$ cat config.mk
export PLATFORM = sky130hd
export DESIGN_NAME = fft_ram_wr
export DESIGN_NICKNAME = d
export VERILOG_FILES = /design/src/rtl/fft_pkg.sv /design/src/rtl/fft_ram_wr_mag.sv /design/src/rtl/fft_ram_wr.sv
export SDC_FILE = /design/constraint.sdc
export NUM_CORES = 1
export LEC_CHECK = 0
export CAP_MARGIN = 15
export CORE_MARGIN = 2
export CORE_UTILIZATION = 40
export DETAILED_ROUTE_END_ITERATION = 8
export GPL_ROUTABILITY_DRIVEN = 0
export GPL_TIMING_DRIVEN = 0
export PLACE_DENSITY_LB_ADDON = 0.12
export SLEW_MARGIN = 30
export SYNTH_ARGS = -nofsm -noshare
export SYNTH_HDL_FRONTEND = slang
export SYNTH_SLANG_ARGS = --single-unit
$ cat constraint.sdc
create_clock -name clk -period 5.8 [get_ports clk]
set_input_delay 0.87 -clock clk [delete_from_list [all_inputs] [get_ports clk]]
set_output_delay 0.87 -clock clk [all_outputs]
set_load 0.02 [all_outputs]
$ cat src/rtl/fft_pkg.sv
// Shared constants, controller state type and a single-cycle magnitude reference
// for the FFT spectrum writer.
package fft_pkg;

   localparam int FFT_LEN = 1024;
   localparam int DW      = 16;
   localparam int AW      = 9;

   typedef enum logic [2:0] {
      IDLE,
      SYNC,
      CAPTURE,
      FLUSH,
      DONE,
      WAIT_LOW
   } fft_state_t;

   // Combinational form of the estimate; fft_mag_approx spreads it over two registers.
   function automatic logic [DW-1:0] mag_approx(input logic [DW-1:0] re,
                                                input logic [DW-1:0] im);
      logic [DW-1:0] a;
      logic [DW-1:0] b;
      a = (re == {1'b1, {(DW-1){1'b0}}}) ? {1'b0, {(DW-1){1'b1}}} : (re[DW-1] ? -re : re);
      b = (im == {1'b1, {(DW-1){1'b0}}}) ? {1'b0, {(DW-1){1'b1}}} : (im[DW-1] ? -im : im);
      return (a > b) ? a + (b >> 1) : b + (a >> 1);
   endfunction

endpackage

$ cat src/rtl/fft_ram_wr_mag.sv
// Two-stage |re|/|im| then max + min/2 magnitude estimate; the valid flag and
// bin index travel alongside the data so the consumer sees them aligned.
module fft_mag_approx #(
   parameter int DW = 16,
   parameter int BW = 10
) (
   input  logic          clk,
   input  logic          rst,
   input  logic          in_vld,
   input  logic [DW-1:0] in_re,
   input  logic [DW-1:0] in_im,
   input  logic [BW-1:0] in_bin,
   output logic          out_vld,
   output logic [DW-1:0] out_mag,
   output logic [BW-1:0] out_bin
);

   localparam logic [DW-1:0] MAX_POS = {1'b0, {(DW-1){1'b1}}};
   localparam logic [DW-1:0] MIN_NEG = {1'b1, {(DW-1){1'b0}}};

   logic          s1_vld;
   logic [DW-1:0] s1_re;
   logic [DW-1:0] s1_im;
   logic [BW-1:0] s1_bin;
   logic [DW-1:0] abs_re;
   logic [DW-1:0] abs_im;

   // The most negative input has no positive twin, so it saturates.
   always_comb begin
      abs_re = (in_re == MIN_NEG) ? MAX_POS : (in_re[DW-1] ? -in_re : in_re);
      abs_im = (in_im == MIN_NEG) ? MAX_POS : (in_im[DW-1] ? -in_im : in_im);
   end

   always_ff @(posedge clk) begin
      if (rst) begin
         s1_vld  <= 1'b0;
         s1_re   <= '0;
         s1_im   <= '0;
         s1_bin  <= '0;
         out_vld <= 1'b0;
         out_mag <= '0;
         out_bin <= '0;
      end else begin
         s1_vld  <= in_vld;
         s1_re   <= abs_re;
         s1_im   <= abs_im;
         s1_bin  <= in_bin;
         out_vld <= s1_vld;
         out_mag <= (s1_re > s1_im) ? s1_re + (s1_im >> 1) : s1_im + (s1_re >> 1);
         out_bin <= s1_bin;
      end
   end

endmodule

$ cat src/rtl/fft_ram_wr.sv
// Captures one bin-0-aligned FFT frame, writes lower-half magnitudes to the
// spectrum RAM, tracks the peak non-DC bin and signals shutdown when done.
//
//   state    | meaning
//   IDLE     | not armed, waiting for fft_valid
//   SYNC     | discarding beats until bin 0 arrives
//   CAPTURE  | accepting bins in order, checking index and tlast
//   FLUSH    | two cycles for the magnitude pipeline to drain
//   DONE     | one cycle: shutdown + peak result
//   WAIT_LOW | holding off re-arm until fft_valid drops
module fft_ram_wr #(
   parameter int FFT_LEN = fft_pkg::FFT_LEN,
   parameter int DW      = fft_pkg::DW,
   parameter int AW      = fft_pkg::AW
) (
   input  logic                       clk,
   input  logic                       rst,
   input  logic                       fft_valid,
   input  logic                       s_tvalid,
   output logic                       s_tready,
   input  logic [2*DW-1:0]            s_tdata,
   input  logic [$clog2(FFT_LEN)-1:0] s_tuser,
   input  logic                       s_tlast,
   output logic                       ram_we,
   output logic [AW-1:0]              ram_addr,
   output logic [DW-1:0]              ram_wdata,
   output logic                       fft_shutdown,
   output logic [AW-1:0]              peak_idx,
   output logic [DW-1:0]              peak_mag,
   output logic                       peak_vld,
   output logic                       frame_err
);

   import fft_pkg::*;

   localparam int BW = $clog2(FFT_LEN);

   fft_state_t    state;
   fft_state_t    state_nxt;
   logic [BW-1:0] exp_cnt;
   logic          flush_cnt;
   logic          accept;
   logic          pipe_in_vld;
   logic          err_nxt;
   logic          clr_peak;
   logic          at_last;

   logic          p_vld;
   logic [DW-1:0] p_mag;
   logic [BW-1:0] p_bin;
   logic          p_low_half;
   logic [DW-1:0] run_mag;
   logic [AW-1:0] run_idx;

   assign s_tready = (state == SYNC) || (state == CAPTURE);
   assign accept   = s_tvalid && s_tready;
   assign at_last  = &exp_cnt;

   always_comb begin
      state_nxt   = state;
      pipe_in_vld = 1'b0;
      err_nxt     = 1'b0;
      clr_peak    = 1'b0;
      unique case (state)
         IDLE: begin
            if (fft_valid) state_nxt = SYNC;
         end
         SYNC: begin
            if (!fft_valid) begin
               state_nxt = IDLE;
            end else if (accept && (s_tuser == '0)) begin
               pipe_in_vld = 1'b1;
               clr_peak    = 1'b1;
               state_nxt   = CAPTURE;
            end
         end
         CAPTURE: begin
            if (!fft_valid) begin
               state_nxt = IDLE;
            end else if (accept) begin
               if ((s_tuser != exp_cnt) || (s_tlast != at_last)) begin
                  err_nxt   = 1'b1;
                  state_nxt = SYNC;
               end else begin
                  pipe_in_vld = 1'b1;
                  if (at_last) state_nxt = FLUSH;
               end
            end
         end
         FLUSH: begin
            if (!fft_valid)          state_nxt = IDLE;
            else if (flush_cnt == 1'b0) state_nxt = DONE;
         end
         DONE: begin
            state_nxt = WAIT_LOW;
         end
         WAIT_LOW: begin
            if (!fft_valid) state_nxt = IDLE;
         end
         default: state_nxt = IDLE;
      endcase
   end

   always_ff @(posedge clk) begin
      if (rst) begin
         state     <= IDLE;
         exp_cnt   <= '0;
         flush_cnt <= 1'b1;
         frame_err <= 1'b0;
      end else begin
         state     <= state_nxt;
         frame_err <= err_nxt;
         if (pipe_in_vld) exp_cnt <= s_tuser + BW'(1);
         if (state == FLUSH) flush_cnt <= flush_cnt - 1'b1;
         else                flush_cnt <= 1'b1;
      end
   end

   fft_mag_approx #(
      .DW (DW),
      .BW (BW)
   ) u_mag (
      .clk     (clk),
      .rst     (rst),
      .in_vld  (pipe_in_vld),
      .in_re   (s_tdata[DW-1:0]),
      .in_im   (s_tdata[2*DW-1:DW]),
      .in_bin  (s_tuser),
      .out_vld (p_vld),
      .out_mag (p_mag),
      .out_bin (p_bin)
   );

   // Upper-half bins flow through the pipeline but never reach the RAM.
   assign p_low_half = ~p_bin[BW-1];
   assign ram_we     = p_vld && p_low_half;
   assign ram_addr   = p_bin[AW-1:0];
   assign ram_wdata  = p_mag;

   // Clear wins over update so stale results from an abandoned frame cannot leak in.
   always_ff @(posedge clk) begin
      if (rst) begin
         run_mag  <= '0;
         run_idx  <= '0;
         peak_mag <= '0;
         peak_idx <= '0;
      end else begin
         if (clr_peak) begin
            run_mag <= '0;
            run_idx <= '0;
         end else if (ram_we && (p_bin != '0) && (p_mag > run_mag)) begin
            run_mag <= p_mag;
            run_idx <= p_bin[AW-1:0];
         end
         if ((state == FLUSH) && (state_nxt == DONE)) begin
            peak_mag <= run_mag;
            peak_idx <= run_idx;
         end
      end
   end

   assign fft_shutdown = (state == DONE);
   assign peak_vld     = (state == DONE);

endmodule

# Word-level counts from Yosys, hierarchy flattened
# Cells that the tools add are included.
# totals
ff_bits	135
output_inout_bits	55
# classes
add_sub_neg	6
magnitude_cmp	2
n_eq_ne	10
n_mux	24
n_bitwise	7
n_reduce_logical	17
# ops
operator	n
$mux 15	4
$add 16x15->16	2
$eq 16x16->1 const B	2
$gt 16x16->1	2
$neg 16->16	2
$mux 3	10
$pmux 3 s6	1
$mux 16	1
$add 10x1->10 const B	1
$logic_not 10->1	1
$ne 10x10->1	1
$reduce_and 10->1	1
$reduce_bool 10->1	1
$eq 3x3->1 const B	3
$mux 1	7
$not 1->1	7
$eq 3x2->1 const B	2
$logic_and 1x1->1	6
$reduce_or 3->1	2
$reduce_or 2->1	2
$reduce_or 4->1	1
$eq 3x1->1 const B	1
$logic_not 3->1	1
$logic_or 1x1->1	2
other kinds (3)	3

# Depth between registers and ports, before layout
# logic_depth
word_depth	9
mapped_depth	9
depth_no_buf	9

# Hierarchy
# From an unflattened synthesis, not the netlist that was laid out.
# hier_totals
cells_unflattened	939
hier_area_um2	8026.4
# modules_own_cells
mod	n_inst	cells_each	area_each_um2	seq_area_each_um2
fft_mag_approx	1	520	4423.0	1401.3
fft_ram_wr	1	419	3603.5	1301.2

# Worst setup path after synthesis
# OpenSTA, ideal clock, no wires.
# synth_path
kind	in2reg
startpoint	in s_tdata[0]
endpoint	reg u_mag.s1_re[10]
setup_ps	133
arrival_ps	2614
required_ps	5667
path_slack_ps	3053
path_stages	8
path_buffers	0
path_cell_list	inv_1 > ha_1 > or4b_1 > or3_1 > or2_2 > mux2_1 > nor2_1 > a311oi_1
# synth_between
elab_chain_cells	3
word_cells_on_any_way	4
cone_classes	add/sub (1); eq/ne (1); mux (2)
# synth_rtl
element	line_no	rtl
start, declared	fft_ram_wr.sv:21	input logic [2*DW-1:0] s_tdata,
$neg 16->16	fft_ram_wr_mag.sv:30	abs_re = (in_re == MIN_NEG) ? MAX_POS : (in_re[DW-1] ? -in_re : in_re);
$mux 15	fft_ram_wr_mag.sv:30	
$mux 15 (*)	fft_ram_wr_mag.sv:30	
end signal, assigned	fft_ram_wr_mag.sv:45	s1_re <= abs_re;
end, declared	fft_ram_wr_mag.sv:22	logic [DW-1:0] s1_re;
# Every way passes the cells marked *; elsewhere a longest branch is shown, timed or not.
# A chain may end at the register's enable or synchronous reset.

# Worst setup path in the final report
# layout_path
startpoint	in s_tuser[0]
endpoint	reg run_mag[4]
# layout_between
elab_chain_cells	6
# layout_rtl
element	line_no	rtl
start, declared	fft_ram_wr.sv:22	input logic [$clog2(FFT_LEN)-1:0] s_tuser,
$logic_not 10->1	fft_ram_wr.sv:71	end else if (accept && (s_tuser == '0)) begin
$logic_and 1x1->1	fft_ram_wr.sv:71	
$mux 1	fft_ram_wr.sv:71	
$mux 1	fft_ram_wr.sv:69	if (!fft_valid) begin
$mux 1	fft_ram_wr.sv:64	unique case (state)
$reduce_or 2->1 (no source line)	--	
end signal, assigned	fft_ram_wr.sv:152	run_mag <= p_mag;
end, declared	fft_ram_wr.sv:52	logic [DW-1:0] run_mag;
# No other way between the ends.

==> summary.md <==
| Metric | Value |
|---|---|
| Status | complete, no violations |
| RSZ-0062 raised after global routing | no |
| Multi-input gate area | 4640 µm² |
| Max-Cap Viols | 0 |
| # fillers | approximately 1,900 |
| Seq/Total Area, Yosys | 34.8% |
| Fin crit share | around 55% |
| Mapped Cells | 912 |
| CP Cell Sequence | clkdlybuf4s50_1, inv_1, ha_1, nor2b_1, nand3_1, nor4_1, or2_2, buf_1, clkbuf_1, nor2_1 |
| DRC viols | 0 |
| CP Max Fanout | 10 |
| DR pass1 iterations | 5 |
| Final Slew Violations | 0 |
| Commonest non-fill, non-tap cells in the layout | dfxtp_1, clkdlybuf4s50_1, nand2_1, a21oi_1, nor2_1 |
| Clock sinks | around 140 |
| Minimum clock period | approximately 3.2 ns |
| CTS Buf Count | 17 |
| Reg clk slew, reported paths | around 0.06 ns |
| Port bufs | 100 |
| CP Data Arrival Time | around 3.5 ns |
| Async SR Flop Fraction | 0% |
| CP max-delay cell | clkdlybuf4s50_1 |
| Number of synthesized flops with an enable pin | 0 |
| Pwr Total | ~2.7 mW |
| Slew @ Worst Pin | between 1 and 1.5 ns |
| Post-route ant nets | 0 |
| Worst Setup End Kind | register |
| Die Y | 143 µm |
| Register area | about 2700 µm² |
| Detailed-route via count | roughly 6,600 |
| Most common cell after layout, fill and taps aside | dfxtp_1 |
| Hold slack | about 0.44 ns |
| Yosys reg bits | around 140 |
| Routed WL | 19,400 µm |
| Clock latency on the worst-skew pair | roughly 0.43 ns |
| Ports | approximately 100 |
| Largest net degree at the start of global routing | 17 |
| Hold Buf Count CTS | 0 |
| Wirelength per Cell | between 10 and 15 µm |
| GRT Util Overall | between 10% and 20% |
| Yosys warns | 0 |
| Synth cell types | 70 |
| Final Hold Viols | 0 |
| Starting Density | between 40% and 50% |
| Critical path startpoint category | input pin |
| Die ar. | 20,600 µm² |
| Crit Path Category | in2reg |
| Setup TNS | 0 ns |
| Rel. slew slack | 32.3% |
| CTS tree | done |
| Diodes inserted | 0 |
| Share of layout cells above drive strength 1 | 5.76% |
| Max clock buf depth | 2 |
| Hold path start | u_mag.s1_bin[9]$_SDFF_PP0_ |
| Setup bufs post-CTS | 0 |
| Die W | approximately 140 µm |
| Fin Clk Skew | 0.0112 ns |
| H-Tree Depth | 4 |
| Crit path buf inv count | 4 |
| Grt ovf | 0 |
| Initial antenna violation count | 0 |
| FMAX | between 300 and 400 MHz |
| Synth Cell Area | 7770 µm² |
| Power per Cell Area | around 280 nW/µm² |
| Worst endpoint required time | 6.09 ns |
| Syn nets | around 1,000 |
| Max stage delay on crit path | 0.54 ns |
| Worst Setup SP | s_tuser[0] |
| Final setup vio count | 0 |
| Resized cells post-CTS | 0 |
| Vias per inst | ~5 |
| Root Driver | clkbuf_16 |
| DP HPWL | ~15,000 µm |
| Max VDD drop | approximately 0.18 mV |
| Iter 0 DRT Violations | a little under 300 |
| Layout Nets | roughly 1,100 |
| Leakage power | ~3.8 nW |
| Most common flop cell mapped by yosys | dfxtp_1 |
| Min-Delay Path Class | reg2reg |
| Largest delay contributor family on the critical path | buffers and inverters |
| Synth Area per Inst | 8.52 µm² |
| Final core utilization | around half |
| Core area | approximately 19,000 µm² |
| Area Growth Syn to Fin | 25.0% |
| FF-to-FF Start | u_mag.s1_im[15]$_SDFF_PP0_ |
| First-pass GRT wire length | around 32,000 µm |
| Vias in the first global route | approximately 6,400 |
| Row count | 50 |
[final timing paths]
path | end | slack, ns | cells after the start
setup / recovery | run_mag[4]$_SDFFE_PP0P_ | 2.64 | 10
hold / removal | u_mag.out_bin[9]$_SDFF_PP0_ | 0.44 | 1
setup reg to reg | u_mag.out_mag[7]$_SDFF_PP0_ | 2.66 | 9
hold reg to reg | u_mag.out_bin[9]$_SDFF_PP0_ | 0.44 | 1
[per-layer routing]
metal | up-vias | track usage, % | share of wire (%)
met5 | - | 0 | 0
met4 | 0 | 6.86 | 1.8
met3 | 21 | 3.87 | 4.4
met2 | 147 | 30.9 | 43
met1 | 2981 | 27.3 | 50
li1 | 3461 | - | -
[cells in the mapped netlist (3+ instances only)]
cell type	instances	area (µm²)
or3_1	13	81.3
o41ai_1	3	26.3
mux2i_1	40	400
or2_2	5	31.3
inv_1	54	203
a21oi_1	90	450
nand2_1	91	342
nand2b_1	7	43.8
nor2b_1	34	213
buf_4	11	82.6
nand4_1	9	56.3
a211o_1	3	26.3
nor3_1	23	115
o21ai_0	26	130
o21a_1	12	90.1
a311oi_1	4	35.0
nand4b_1	3	26.3
ha_1	66	826
nand3_1	24	120
a21boi_0	3	22.5
o31ai_1	6	45.0
and3_1	5	31.3
o32ai_1	3	26.3
a21o_1	10	75.1
or4_1	4	30.0
and4_1	3	26.3
dfxtp_1	135	2700
xnor2_1	25	219
xor2_1	26	228
nor2_1	69	259
clkbuf_1	23	86.3
nand3b_1	4	30.0
a211oi_1	12	90.1
nor4_1	11	68.8
[power breakdown]
group | leakage, nW | switching (mW) | internal, mW | total [mW]
registers | 1.10 | 0.0460 | 0.971 | 1.02
clock network | 0.292 | 0.411 | 0.727 | 1.14
logic | 2.44 | 0.281 | 0.238 | 0.520
[sequential cells by signal, indices dropped and copies added, names as in the netlist]
register	count
peak_mag	16
run_mag	16
u_mag.out_mag	16
u_mag.s1_im	16
u_mag.s1_re	16
exp_cnt	10
u_mag.out_bin	10
u_mag.s1_bin	10
peak_idx	9
run_idx	9
state	3
flush_cnt	1
frame_err	1
u_mag.out_vld	1
u_mag.s1_vld	1
[layout make-up]
class	instances	area share, %
repair buffers	100	10.3
clock buffers	19	4.56
well taps	260	3.35
plain buffers	41	2.29
inverters	54	2.09
flip-flops and latches	135	27.8
clock inverters	11	1.79
multi-input cells	682	47.8
[per-stage QoR]
stage | worst slack [ns] | instances | cell area (µm²)
6_report | 2.64 | 1302 | 9710
5_1_grt | 2.36 | 1302 | 9710
4_1_cts | 2.64 | 1302 | 9710
3_5_place_dp | 2.18 | 1272 | 9100
3_3_place_gp | 2.18 | 1272 | 9100
2_1_floorplan | 3.05 | 912 | 7770
[logic make-up after synthesis]
| kind of cell | Yosys count | synth area share (%) |
|---|---|---|
| and+or+nand+nor | 320 | 20.6 |
| AOI/OAI and AO/OA | 200 | 16.6 |
| DFF | 135 | 34.8 |
| buffers and inverters | 95 | 5.47 |
| adders and majority gates | 68 | 11.1 |
| xor gates and xnor gates | 51 | 5.75 |
| muxes | 43 | 5.59 |
Note: power is estimated with default switching activity, not from simulation.
